===== src/rtl/sine_pkg.sv =====
// Shared constants and helpers for the sine frequency meter: FSM state codes,
// midpoint / divider-width derivations and the delta saturation value.
package sine_pkg;

    typedef logic [0:0] state_t;

    localparam state_t ST_IDLE  = 1'b0;
    localparam state_t ST_COUNT = 1'b1;

    function automatic int mid_code(input int dw);
        return 2 ** (dw - 1);
    endfunction

    // Numerator width for CYC * 2^PW plus the rounding half-count.
    function automatic int num_width(input int pw, input int cyc);
        return pw + $clog2(cyc) + 1;
    endfunction

    function automatic int sat_code(input int pw);
        return (2 ** pw) - 1;
    endfunction

endpackage


===== src/rtl/sine_freq_meter_if.sv =====
// Sample-in / measurement-out bundle of the sine frequency meter.
interface sine_freq_meter_if
    import sine_pkg::*;
#(
    parameter int DW    = 12,
    parameter int PW    = 12,
    parameter int CNT_W = 24
);
    // Handshake: din is taken on any clk edge where din_valid=1; there is no
    // ready, the meter always accepts. meas_valid and timeout are one-cycle
    // strobes with no backpressure; delta_est/period_cnt/locked are levels.
    logic             din_valid;
    logic [DW-1:0]    din;
    logic [PW-1:0]    delta_est;
    logic [CNT_W-1:0] period_cnt;
    logic             meas_valid;
    logic             locked;
    logic             timeout;
    state_t           state;

    modport master (
        output din_valid, din,
        input  delta_est, period_cnt, meas_valid, locked, timeout, state
    );

    modport slave (
        input  din_valid, din,
        output delta_est, period_cnt, meas_valid, locked, timeout, state
    );

endinterface


===== src/rtl/udiv_seq.sv =====
// Sequential restoring divider: one quotient bit per clk, N_W clks from start
// to done. done is a one-cycle pulse with quo valid in that cycle.
module udiv_seq #(
    parameter int N_W = 17,
    parameter int D_W = 24
) (
    input  logic           clk,
    input  logic           rst,
    input  logic           start,
    input  logic [N_W-1:0] num,
    input  logic [D_W-1:0] den,
    output logic           busy,
    output logic           done,
    output logic [N_W-1:0] quo
);
    localparam int S_W = $clog2(N_W + 1);

    logic [N_W-1:0] q_r;
    logic [D_W-1:0] rem_r;
    logic [D_W-1:0] den_r;
    logic [S_W-1:0] step_r;
    logic [D_W:0]   trial;
    logic [D_W:0]   diff;
    logic           ge;

    // q_r shifts numerator bits out of the top while quotient bits enter below.
    always_comb begin
        trial = {rem_r, q_r[N_W-1]};
        diff  = trial - {1'b0, den_r};
        ge    = trial >= {1'b0, den_r};
    end

    always_ff @(posedge clk or negedge rst) begin
        if (!rst) begin
            q_r    <= '0;
            rem_r  <= '0;
            den_r  <= '0;
            step_r <= '0;
            busy   <= 1'b0;
            done   <= 1'b0;
        end else begin
            done <= 1'b0;
            if (start) begin
                q_r    <= num;
                rem_r  <= '0;
                den_r  <= den;
                step_r <= S_W'(N_W);
                busy   <= 1'b1;
            end else if (busy) begin
                q_r    <= {q_r[N_W-2:0], ge};
                rem_r  <= ge ? diff[D_W-1:0] : trial[D_W-1:0];
                step_r <= step_r - S_W'(1);
                if (step_r == S_W'(1)) begin
                    busy <= 1'b0;
                    done <= 1'b1;
                end
            end
        end
    end

    assign quo = q_r;

endmodule


===== src/rtl/sine_freq_meter.sv =====
// Estimates the DDS phase increment of a sampled sine: hysteretic rising
// crossings delimit CYC-period windows whose sample count is divided into CYC*2^PW.
module sine_freq_meter
    import sine_pkg::*;
#(
    parameter int DW    = 12,
    parameter int PW    = 12,
    parameter int CYC   = 16,
    parameter int HYST  = 64,
    parameter int CNT_W = 24
) (
    input logic              clk,
    input logic              rst,
    sine_freq_meter_if.slave bus
);
    localparam int NUM_W = num_width(PW, CYC);
    localparam int SUM_W = ((NUM_W > CNT_W) ? NUM_W : CNT_W) + 1;
    localparam int PER_W = $clog2(CYC);

    localparam logic [DW-1:0]    HI_THR   = DW'(mid_code(DW) + HYST);
    localparam logic [DW-1:0]    LO_THR   = DW'(mid_code(DW) - HYST);
    localparam logic [SUM_W-1:0] NUM_BASE = SUM_W'(CYC) << PW;
    localparam logic [SUM_W-1:0] NUM_MAX  = {{(SUM_W - NUM_W){1'b0}}, {NUM_W{1'b1}}};
    localparam logic [NUM_W-1:0] SAT_Q    = NUM_W'(sat_code(PW));
    localparam logic [PER_W-1:0] LAST_PER = PER_W'(CYC - 1);
    localparam logic [CNT_W-1:0] CNT_MAX  = '1;

    state_t           state_r;
    logic             pol_r;
    logic [CNT_W-1:0] cnt_r;
    logic [CNT_W-1:0] cnt_inc;
    logic [CNT_W-1:0] pend_cnt_r;
    logic [PER_W-1:0] per_r;
    logic             lock_ok_r;
    logic [PW-1:0]    delta_r;
    logic [CNT_W-1:0] period_r;
    logic             meas_valid_r;
    logic             locked_r;
    logic             timeout_r;

    logic             above;
    logic             below;
    logic             rising;
    logic             win_end;
    logic             sat_hit;
    logic [SUM_W-1:0] num_sum;
    logic [NUM_W-1:0] div_num;
    logic [NUM_W-1:0] div_quo;
    logic             div_busy;
    logic             div_done;
    logic [PW-1:0]    delta_next;

    always_comb begin
        above      = bus.din >= HI_THR;
        below      = bus.din < LO_THR;
        rising     = bus.din_valid && !pol_r && above;
        cnt_inc    = cnt_r + CNT_W'(1);
        win_end    = (state_r == ST_COUNT) && rising && (per_r == LAST_PER);
        sat_hit    = (state_r == ST_COUNT) && bus.din_valid && !win_end && (cnt_inc == CNT_MAX);
        // Counts too large for the numerator clamp it; the quotient is 0 there anyway.
        num_sum    = NUM_BASE + SUM_W'(cnt_inc >> 1);
        div_num    = (num_sum > NUM_MAX) ? '1 : num_sum[NUM_W-1:0];
        delta_next = (div_quo > SAT_Q) ? PW'(SAT_Q) : div_quo[PW-1:0];
    end

    always_ff @(posedge clk or negedge rst) begin
        if (!rst) begin
            state_r      <= ST_IDLE;
            pol_r        <= 1'b0;
            cnt_r        <= '0;
            pend_cnt_r   <= '0;
            per_r        <= '0;
            lock_ok_r    <= 1'b0;
            delta_r      <= '0;
            period_r     <= '0;
            meas_valid_r <= 1'b0;
            locked_r     <= 1'b0;
            timeout_r    <= 1'b0;
        end else begin
            meas_valid_r <= div_done;
            timeout_r    <= 1'b0;
            if (div_done) begin
                delta_r  <= delta_next;
                period_r <= pend_cnt_r;
                if (lock_ok_r) locked_r <= 1'b1;
            end
            if (bus.din_valid) begin
                if (above)      pol_r <= 1'b1;
                else if (below) pol_r <= 1'b0;
            end
            case (state_r)
                ST_IDLE: begin
                    if (rising) begin
                        cnt_r   <= '0;
                        per_r   <= '0;
                        state_r <= ST_COUNT;
                    end
                end
                default: begin
                    if (bus.din_valid) begin
                        // Window end takes priority over saturation on the same sample.
                        if (win_end) begin
                            cnt_r      <= '0;
                            per_r      <= '0;
                            pend_cnt_r <= cnt_inc;
                            lock_ok_r  <= 1'b1;
                        end else if (sat_hit) begin
                            cnt_r     <= '0;
                            per_r     <= '0;
                            state_r   <= ST_IDLE;
                            timeout_r <= 1'b1;
                            locked_r  <= 1'b0;
                            lock_ok_r <= 1'b0;
                        end else begin
                            cnt_r <= cnt_inc;
                            if (rising) per_r <= per_r + PER_W'(1);
                        end
                    end
                end
            endcase
        end
    end

    udiv_seq #(
        .N_W(NUM_W),
        .D_W(CNT_W)
    ) u_div (
        .clk  (clk),
        .rst  (rst),
        .start(win_end),
        .num  (div_num),
        .den  (cnt_inc),
        .busy (div_busy),
        .done (div_done),
        .quo  (div_quo)
    );

    // A window shorter than the divide latency would overwrite an in-flight divide.
    assert property (@(posedge clk) disable iff (!rst) !(win_end && div_busy));

    assign bus.delta_est  = delta_r;
    assign bus.period_cnt = period_r;
    assign bus.meas_valid = meas_valid_r;
    assign bus.locked     = locked_r;
    assign bus.timeout    = timeout_r;
    assign bus.state      = state_r;

endmodule


===== src/flat_wrapper.sv =====
// flat-port wrapper written by rule: the top's interface ports become plain ports
module sine_freq_meter_flat import sine_pkg::*;
#(
    parameter int DW    = 12,
    parameter int PW    = 12,
    parameter int CYC   = 16,
    parameter int HYST  = 64,
    parameter int CNT_W = 24
)
  (clk, rst, bus_din_valid, bus_din, bus_delta_est, bus_period_cnt, bus_meas_valid, bus_locked, bus_timeout, bus_state);
  sine_freq_meter_if #(.DW(DW), .PW(PW), .CNT_W(CNT_W)) bus_i ();
  input logic clk;
  input logic rst;
  input wire logic [$bits(bus_i.din_valid)-1:0] bus_din_valid;
  input wire logic [$bits(bus_i.din)-1:0] bus_din;
  output wire logic [$bits(bus_i.delta_est)-1:0] bus_delta_est;
  output wire logic [$bits(bus_i.period_cnt)-1:0] bus_period_cnt;
  output wire logic [$bits(bus_i.meas_valid)-1:0] bus_meas_valid;
  output wire logic [$bits(bus_i.locked)-1:0] bus_locked;
  output wire logic [$bits(bus_i.timeout)-1:0] bus_timeout;
  output wire logic [$bits(bus_i.state)-1:0] bus_state;
  assign bus_i.din_valid = bus_din_valid;
  assign bus_i.din = bus_din;
  assign bus_delta_est = bus_i.delta_est;
  assign bus_period_cnt = bus_i.period_cnt;
  assign bus_meas_valid = bus_i.meas_valid;
  assign bus_locked = bus_i.locked;
  assign bus_timeout = bus_i.timeout;
  assign bus_state = bus_i.state;
  sine_freq_meter #(.DW(DW), .PW(PW), .CYC(CYC), .HYST(HYST), .CNT_W(CNT_W)) u_core (.clk(clk), .rst(rst), .bus(bus_i));
endmodule

===== config.mk =====
export PLATFORM = sky130hd
export DESIGN_NAME = sine_freq_meter_flat
export DESIGN_NICKNAME = d
export VERILOG_FILES = /design/src/rtl/sine_pkg.sv /design/src/rtl/sine_freq_meter_if.sv /design/src/rtl/udiv_seq.sv /design/src/rtl/sine_freq_meter.sv /design/src/flat_wrapper.sv
export SDC_FILE = /design/constraint.sdc
export NUM_CORES = 1
export LEC_CHECK = 0
export ABC_AREA = 1
export CORE_ASPECT_RATIO = 1.2
export CORE_MARGIN = 3
export CORE_UTILIZATION = 35
export CTS_CLUSTER_DIAMETER = 50
export DETAILED_ROUTE_END_ITERATION = 10
export MAX_ROUTING_LAYER = met4
export PLACE_DENSITY_LB_ADDON = 0.3
export SETUP_SLACK_MARGIN = 0.2
export SYNTH_ARGS = -nofsm -noshare
export SYNTH_HDL_FRONTEND = slang
export SYNTH_SLANG_ARGS = --single-unit

===== constraint.sdc =====
create_clock -name clk -period 2.7 [get_ports clk]
set_input_delay 0.27 -clock clk [delete_from_list [all_inputs] [get_ports clk]]
set_output_delay 0.27 -clock clk [all_outputs]
set_load 0.02 [all_outputs]

==> key figures, run 1 <==
Outcome
  – Status: finished, final reports clean

Placed design
  – Cell Area, Placed: 10300 um2
  – DP HPWL: 18400 um
  – Routability cong.: 0.959
  – IO Port Bufs: 48
  – Worst slack, placed: 83.4 ps

Logic synthesis
  – Synthesized flop and latch total: 166
  – Sequential share of the synthesized area: 45.0%
  – Compound-cell area share of the yosys netlist: 13.4%
  – Library cells used by synthesis: 40
  – Post-Synth Simple-Gate Area: 27.5%
  – Post-synthesis mux area share: 0%
  – Top post-synthesis cells by area: dfrtp_1 (45%), nand2_1 (16%), o21ai_0 (6.0%)
  – Synth Area per Inst: 7.57 um2
  – Cells after Synth: 1218
  – Synth Area in XOR/XNOR: 2.09%
  – Share of the synthesized area in the top cell type: 45.0%
  – Syn nets: 1265
  – Mapped Area: 9220 um2
  – Yosys warns: 0
  – Synth area leader: dfrtp_1
  – Post-Synth Adder-Cell Area: 4.42%
  – Largest family of logic cells by synthesized area: simple AND/OR/NAND/NOR gates

Worst setup path
  – WS Path Type: register to register
  – CP peak stage delay: 410 ps
  – Startpoint types: register
  – Critical path buffers and inverters: 4
  – Worst path most repeated cell: nand2_1
  – Critical path capture point type: register
  – Critical-path top delay cell: dfrtp_1
  – Cell chain of the critical path: ha_4, nand2_4, nor2_4, buf_6, nand2_4, buf_4, nand2_1, nand2_1, nor2_1, nand3_2, inv_2, nand2_1, nor2_1, nand2_2, nand3_2, buf_4, o21ai_1
  – Crit path max-delay family: simple AND/OR/NAND/NOR gates
  – CP Data Arrival Time: 2850 ps
  – CP Max Fanout: 4
  – Req. time, crit path: 3010 ps

Final layout
  – # fillers: 2501
  – Nets: 1369
  – Design area: 11500 um2
  – Diodes inserted: 0
  – Area Growth Syn to Fin: 25.2%
  – Sequential cell area: 4160 um2
  – Multi-input combinational cell area: 4690 um2
  – Share of layout cells above drive strength 1: 15.5%

GRT
  – Total grt overflow: 0
  – Initial antenna violation count: 0
  – Vias in the first global route: 7894
  – Total track usage: 18.2%
  – Largest net degree at the start of global routing: 68
  – First-pass GRT wire length: 40500 um

Die
  – Die area: 28300 um2
  – Die Ht: 184 um
  – IO Pins: 55
  – Row cnt: 64
  – Chip Width: 154 um
  – Core Area: 25700 um2
  – Initial Util: 35.9%

Timing
  – Fin. max-slew vios: 0
  – Tcrit/Tclk final: 94.2%
  – FMAX: 393 MHz
  – Hold Fails Final Rpt: 0
  – Setup_tns: 0 ps
  – RSZ-0062 raised after global routing: true
  – Worst Tran Pin Value: 687 ps
  – Final worst slack: 157 ps
  – Final Setup Violations: 0
  – Rel. slew slack: 54.2%
  – Minimum clock period: 2540 ps
  – Hold_ws: 411 ps
  – Worst-case clock skew: 18.3 ps

Power
  – Design Power: 5.74 mW
  – VDD IR max: 0.400 mV
  – Pleak: 5.75 nW
  – PwrDens: 497 nW/um2

Route
  – Routed Wire Length: 25700 um
  – Router iterations before antenna repair: 5
  – ANT nets after route: 0
  – WL/cell: 15.4 um
  – Via-per-instance ratio: 5.00
  – Vias: 8327
  – Drt initial violations: 549
  – Residual DRC count: 0

Clocking
  – Clk slew on worst S/H paths: 70 ps
  – CTS root buf: clkbuf_16
  – CTS tree: built
  – Worst skew pair latency: 430 ps
  – Clock buffer depth: 2
  – CTS Buf Count: 17
  – # clock sinks: 166
  – CTS H-Tree Depth: 4

Run
  – Max Cap Viol: 0

Hold path
  – HP Class: primary input to async pin
-- path summary, 6_finish.rpt --
kind                                            from                         to  slack (ps)  cells past startpoint
min in group clk                         bus_din[11]               u_core.pol_r         430                      3
max reg2reg                          u_core.cnt_r[1]            u_core.cnt_r[8]         160                     17
min                                              rst         u_core.bus.timeout         410                      2
min reg2reg                u_core.bus.period_cnt[13]  u_core.bus.period_cnt[13]         470                      2
max                                  u_core.cnt_r[1]            u_core.cnt_r[8]         160                     17
max in group asynchronous                        rst      u_core.u_div.den_r[2]        1400                      3
-- cell families (layout without fill, tap and decap cells) --
family,Yosys count,count (layout)
adders and majority gates,32,32
buffers and inverters,168,283
and+or+nand+nor,603,605
AOI/OAI and AO/OA,227,227
DFF,166,166
xor gates and xnor gates,22,22
-- layout by cell type (no fill, tap or decap), drive strengths merged, types with 3 or more instances in the layout --
master         count
xnor2              9
nor2              91
o211ai             7
ha                31
nor3              12
nand2            402
xor2              13
inv              134
a31oi              3
clkdlybuf4s50     47
a21oi             70
o21bai             6
clkbuf            20
buf               71
nand3b             5
nand4             21
a21boi             3
nand3             68
clkinv             9
or2                4
o21a              16
o21ai            118
dfrtp            166
-- stage by stage --
stage / std cells / util, %
2_1_floorplan: 1218 / -
3_3_place_gp: 1597 / 39.9
3_5_place_dp: 1597 / 39.9
4_1_cts: 1630 / 42.4
5_1_grt: 1665 / 44.9
6_report: 1665 / 44.9
-- synthesized netlist by cell type --
| library cell | instances |
|---|---|
| buf_1 | 3 |
| nor2_1 | 78 |
| xnor2_1 | 9 |
| nor3_1 | 12 |
| nand3_1 | 67 |
| o22ai_1 | 1 |
| nand2_1 | 389 |
| a21oi_1 | 70 |
| buf_6 | 3 |
| o21bai_1 | 6 |
| fa_1 | 1 |
| o211ai_1 | 7 |
| nand3_2 | 1 |
| o21a_1 | 16 |
| a31oi_1 | 3 |
| inv_1 | 126 |
| buf_4 | 1 |
| nand4_1 | 21 |
| o21ai_2 | 2 |
| or2_2 | 4 |
| o21ai_1 | 6 |
| clkbuf_1 | 22 |
| nand3b_1 | 5 |
| a22oi_1 | 1 |
| xor2_1 | 13 |
| o311ai_0 | 1 |
| o21ai_0 | 110 |
| dfrtp_1 | 166 |
| and2_1 | 1 |
| inv_2 | 3 |
| ha_1 | 31 |
| clkbuf_8 | 3 |
| nor2_2 | 9 |
| a21o_1 | 1 |
| nor4_1 | 1 |
| a21boi_0 | 3 |
| nor2_4 | 4 |
| clkinv_1 | 1 |
| nand2_2 | 11 |
| buf_2 | 6 |
-- cell type report --
type / count / share of cell area (%)
multi-input combinational: 886 / 40.6
sequential: 166 / 36.1
timing repair buffer: 121 / 10.1
inverter: 130 / 4.28
clock buffer: 18 / 3.80
tap: 330 / 3.58
clock inverter: 14 / 1.56
-- flip-flops by register name (all words and copies together), names as in the netlist, 4 cells and up --
name,count
u_core.per_r,4
u_core.u_div.step_r,5
u_core.bus.delta_est,12
u_core.u_div.rem_r,24
u_core.u_div.den_r,24
u_core.bus.period_cnt,24
u_core.u_div.quo,17
u_core.cnt_r,24
u_core.pend_cnt_r,24
-- what timing repair did --
action                                 CTS  global route
buffers inserted                         0            28
endpoints found under the hold margin   63             0
setup endpoints to repair               21            66
pin swaps                                1            41
gates cloned                             0             7
resized for setup                        7            93
hold buffers                             1             0
-- per-layer routing --
layer | wire length [um] | track usage [%]
met5 | 0 | -
met4 | 658 | 5.27
met3 | 781 | 2.61
met1 | 11500 | 23.1
met2 | 12800 | 30.3
-- power by group --
group / total, mW / internal, mW / switching (mW)
combinational: 0.605 / 0.255 / 0.350
sequential: 2.66 / 2.56 / 0.0951
clock: 2.47 / 1.29 / 1.19
total: 5.74 / 4.10 / 1.63
(Power assumes the default switching activity.)
==> run 2: changes to the inputs <==
--- a/config.mk
+++ b/config.mk
@@ -8,2 +8,3 @@
 export ABC_AREA = 1
+export ABC_CLOCK_PERIOD_IN_PS = 2700
 export CORE_ASPECT_RATIO = 1.2
@@ -14,3 +15,2 @@
 export MAX_ROUTING_LAYER = met4
-export PLACE_DENSITY_LB_ADDON = 0.3
 export SETUP_SLACK_MARGIN = 0.2
==> constraint.sdc (replaced) <==
create_clock -name clk -period 2.7 [get_ports clk]
set_input_delay 0.675 -clock clk [delete_from_list [all_inputs] [get_ports clk]]
set_output_delay 0.675 -clock clk [all_outputs]
set_load 0.02 [all_outputs]
==> run 2 against run 1 <==
Flip-flop and latch count stayed put. Total power is 1.8% lower. Non-clock buffer count up 3. Highest routed layer unchanged. Critical path type unchanged.
==> key figures, run 2 (synthesis gave the netlist of run 1 again) <==
Outcome
  – Status: finished, final reports clean

Die
  – Initial Util: 35.9% (unchanged)
  – Row cnt: 64 (unchanged)
  – Chip Width: 154 um (unchanged)
  – Die Ht: 184 um (unchanged)
  – Core Area: 25700 um2 (unchanged)
  – Die area: 28300 um2 (unchanged)
  – IO Pins: 55 (unchanged)

Timing
  – Tcrit/Tclk final: 91.9% (-2.3 points)
  – Hold Fails Final Rpt: 0 (unchanged)
  – Minimum clock period: 2480 ps (-62.4 ps)
  – Worst-case clock skew: 15.7 ps (-2.60 ps)
  – Final Setup Violations: 0 (unchanged)
  – Worst Tran Pin Value: 485 ps (-202 ps)
  – RSZ-0062 raised after global routing: true
  – Fin. max-slew vios: 0 (unchanged)
  – Rel. slew slack: 67.2% (+13 points)
  – FMAX: 403 MHz (+2.5%)

Route
  – DRT met1 WL: 11400 um (-0.42%)
  – Max Used Layer: met4
  – ANT nets after route: 0 (unchanged)
  – Router iterations before antenna repair: 5 (unchanged)
  – Drt initial violations: 499 (-9.1%)
  – WL/cell: 15.0 um (-2.7%)
  – Routed wl met2: 12000 um (-6.1%)
  – Routed Wire Length: 25000 um (-2.7%)
  – DR WL met3: 587 um (-25%)
  – Vias: 8216 (-1.3%)
  – Residual DRC count: 0 (unchanged)
  – Via-per-instance ratio: 4.93 (-1.3%)

Worst setup path
  – Critical-path top delay cell: dfrtp_1
  – CP Data Arrival Time: 2800 ps (-50 ps)
  – WS Path Type: register to register
  – CP Max Fanout: 8 (+4)
  – CP peak stage delay: 410 ps (about the same)
  – Worst path most repeated cell: nand2_1
  – Critical path capture point type: register
  – Cell chain of the critical path: ha_4, nand2_4, nor2_4, nand2_2, nor2_4, nand3_2, nand2_2, ha_4, nand3_2, nor2_2, nand2_1, nand2_1, nand2_2, nor2_4, clkbuf_16, nand3_1, nand2_1, nand2_1
  – Startpoint types: register
  – Req. time, crit path: 3020 ps (about the same)

GRT
  – Total track usage: 18.3% (+0.14 points)
  – Largest net degree at the start of global routing: 50 (-26%)
  – Initial antenna violation count: 0 (unchanged)
  – First-pass GRT wire length: 40800 um (+0.75%)
  – Total grt overflow: 0 (unchanged)
  – Vias in the first global route: 7970 (+0.96%)

Clocking
  – Clk slew on worst S/H paths: 70 ps (about the same)
  – CTS Hold Buffers Added: 0 (-1)
  – CTS Buf Count: 17 (unchanged)
  – # clock sinks: 166 (unchanged)
  – Clock buffer depth: 2 (unchanged)
  – CTS H-Tree Depth: 4 (unchanged)
  – Worst skew pair latency: 430 ps (about the same)
  – CTS tree: built
  – CTS root buf: clkbuf_16

Power
  – Design Power: 5.63 mW (-1.8%)
  – VDD IR max: 0.453 mV (+13%)
  – PwrDens: 491 nW/um2 (-1.1%)
  – Pleak: 5.74 nW (-0.18%)

Final layout
  – Share of layout cells above drive strength 1: 14.5% (-0.97 points)
  – Commonest non-fill, non-tap cells in the layout: nand2_1 (376), dfrtp_1 (160), inv_1 (122)
  – Nets: 1370 (+0.073%)
  – Commonest non-fill, non-tap cell in the layout: nand2_1
  – Area Growth Syn to Fin: 24.3%
  – Diodes inserted: 0 (unchanged)
  – Core Util, Final: 44.6% (-0.32 points)

Placed design
  – Routability cong.: 0.953 (-0.67%)
  – DP HPWL: 18700 um (+1.9%)
  – IO Port Bufs: 48 (unchanged)

Run
  – Max Cap Viol: 0 (unchanged)

Hold path
  – HP Class: primary input to async pin
## run 2: metal layers
metal	vias up	global-route usage, %
met5	-	-
li1	4160	-
met2	136	29.5
met4	0	7.70
met3	42	2.14
met1	3878	23.5
## run 2: final cells by class
class                   instances  area (um2)
fillers                      2533       14200
well taps                     330         413
inverters                     130         494
repair buffers                124        1210
clock inverters                14         163
multi-input cells             884        4590
flip-flops and latches        166        4160
clock buffers                  17         425
## run 2: stage by stage
| step | std cells | worst slack [ps] | hold slack (ps) | TNS, ps | cell area (um2) |
|---|---|---|---|---|---|
| finish | 1665 | 220 | 186 | 0 | 11500 |
| global route | 1665 | 49.1 | 199 | 0 | 11500 |
| floorplan | 1218 | 361 | 379 | 0 | 9220 |
| CTS | 1646 | 214 | 189 | 0 | 11100 |
| global placement | 1615 | -30.3 | 457 | -30.3 | 10500 |
| detailed placement | 1615 | -14.6 | 458 | -14.6 | 10500 |
## run 2: worst paths after layout
check / end / start / slack [ps] / depth (start not counted)
min in group clk: u_core.bus.period_cnt[13] / u_core.bus.period_cnt[13] / 470 / 2
max: u_core.u_div.quo[8] / u_core.cnt_r[1] / 220 / 18
max reg2reg: u_core.u_div.quo[8] / u_core.cnt_r[1] / 220 / 18
min: u_core.cnt_r[16] / rst / 190 / 1
min reg2reg: u_core.bus.period_cnt[13] / u_core.bus.period_cnt[13] / 470 / 2
max in group asynchronous: u_core.u_div.quo[12] / rst / 1800 / 2
## run 2: timing repair
action,4_1_cts,5_1_grt
hold endpoints to repair,0,0
pin swaps,0,36
setup endpoints to repair,1,73
gates resized for setup,1,71
buffers inserted,0,18
cloned,0,1
## run 2: power breakdown
part           switching, mW  total [mW]  leakage (nW)  internal [mW]
combinational          0.355       0.595          3.42          0.239
sequential            0.0852        2.65          2.03           2.56
clock                   1.15        2.39         0.287           1.24
## run 2: critical path: cells and delay by family (launching register included)
kind          cells  cell delay [ps]
flops             1              410
simple gates     15             1390
fa+ha+maj         2              350
buf+inv           1              200
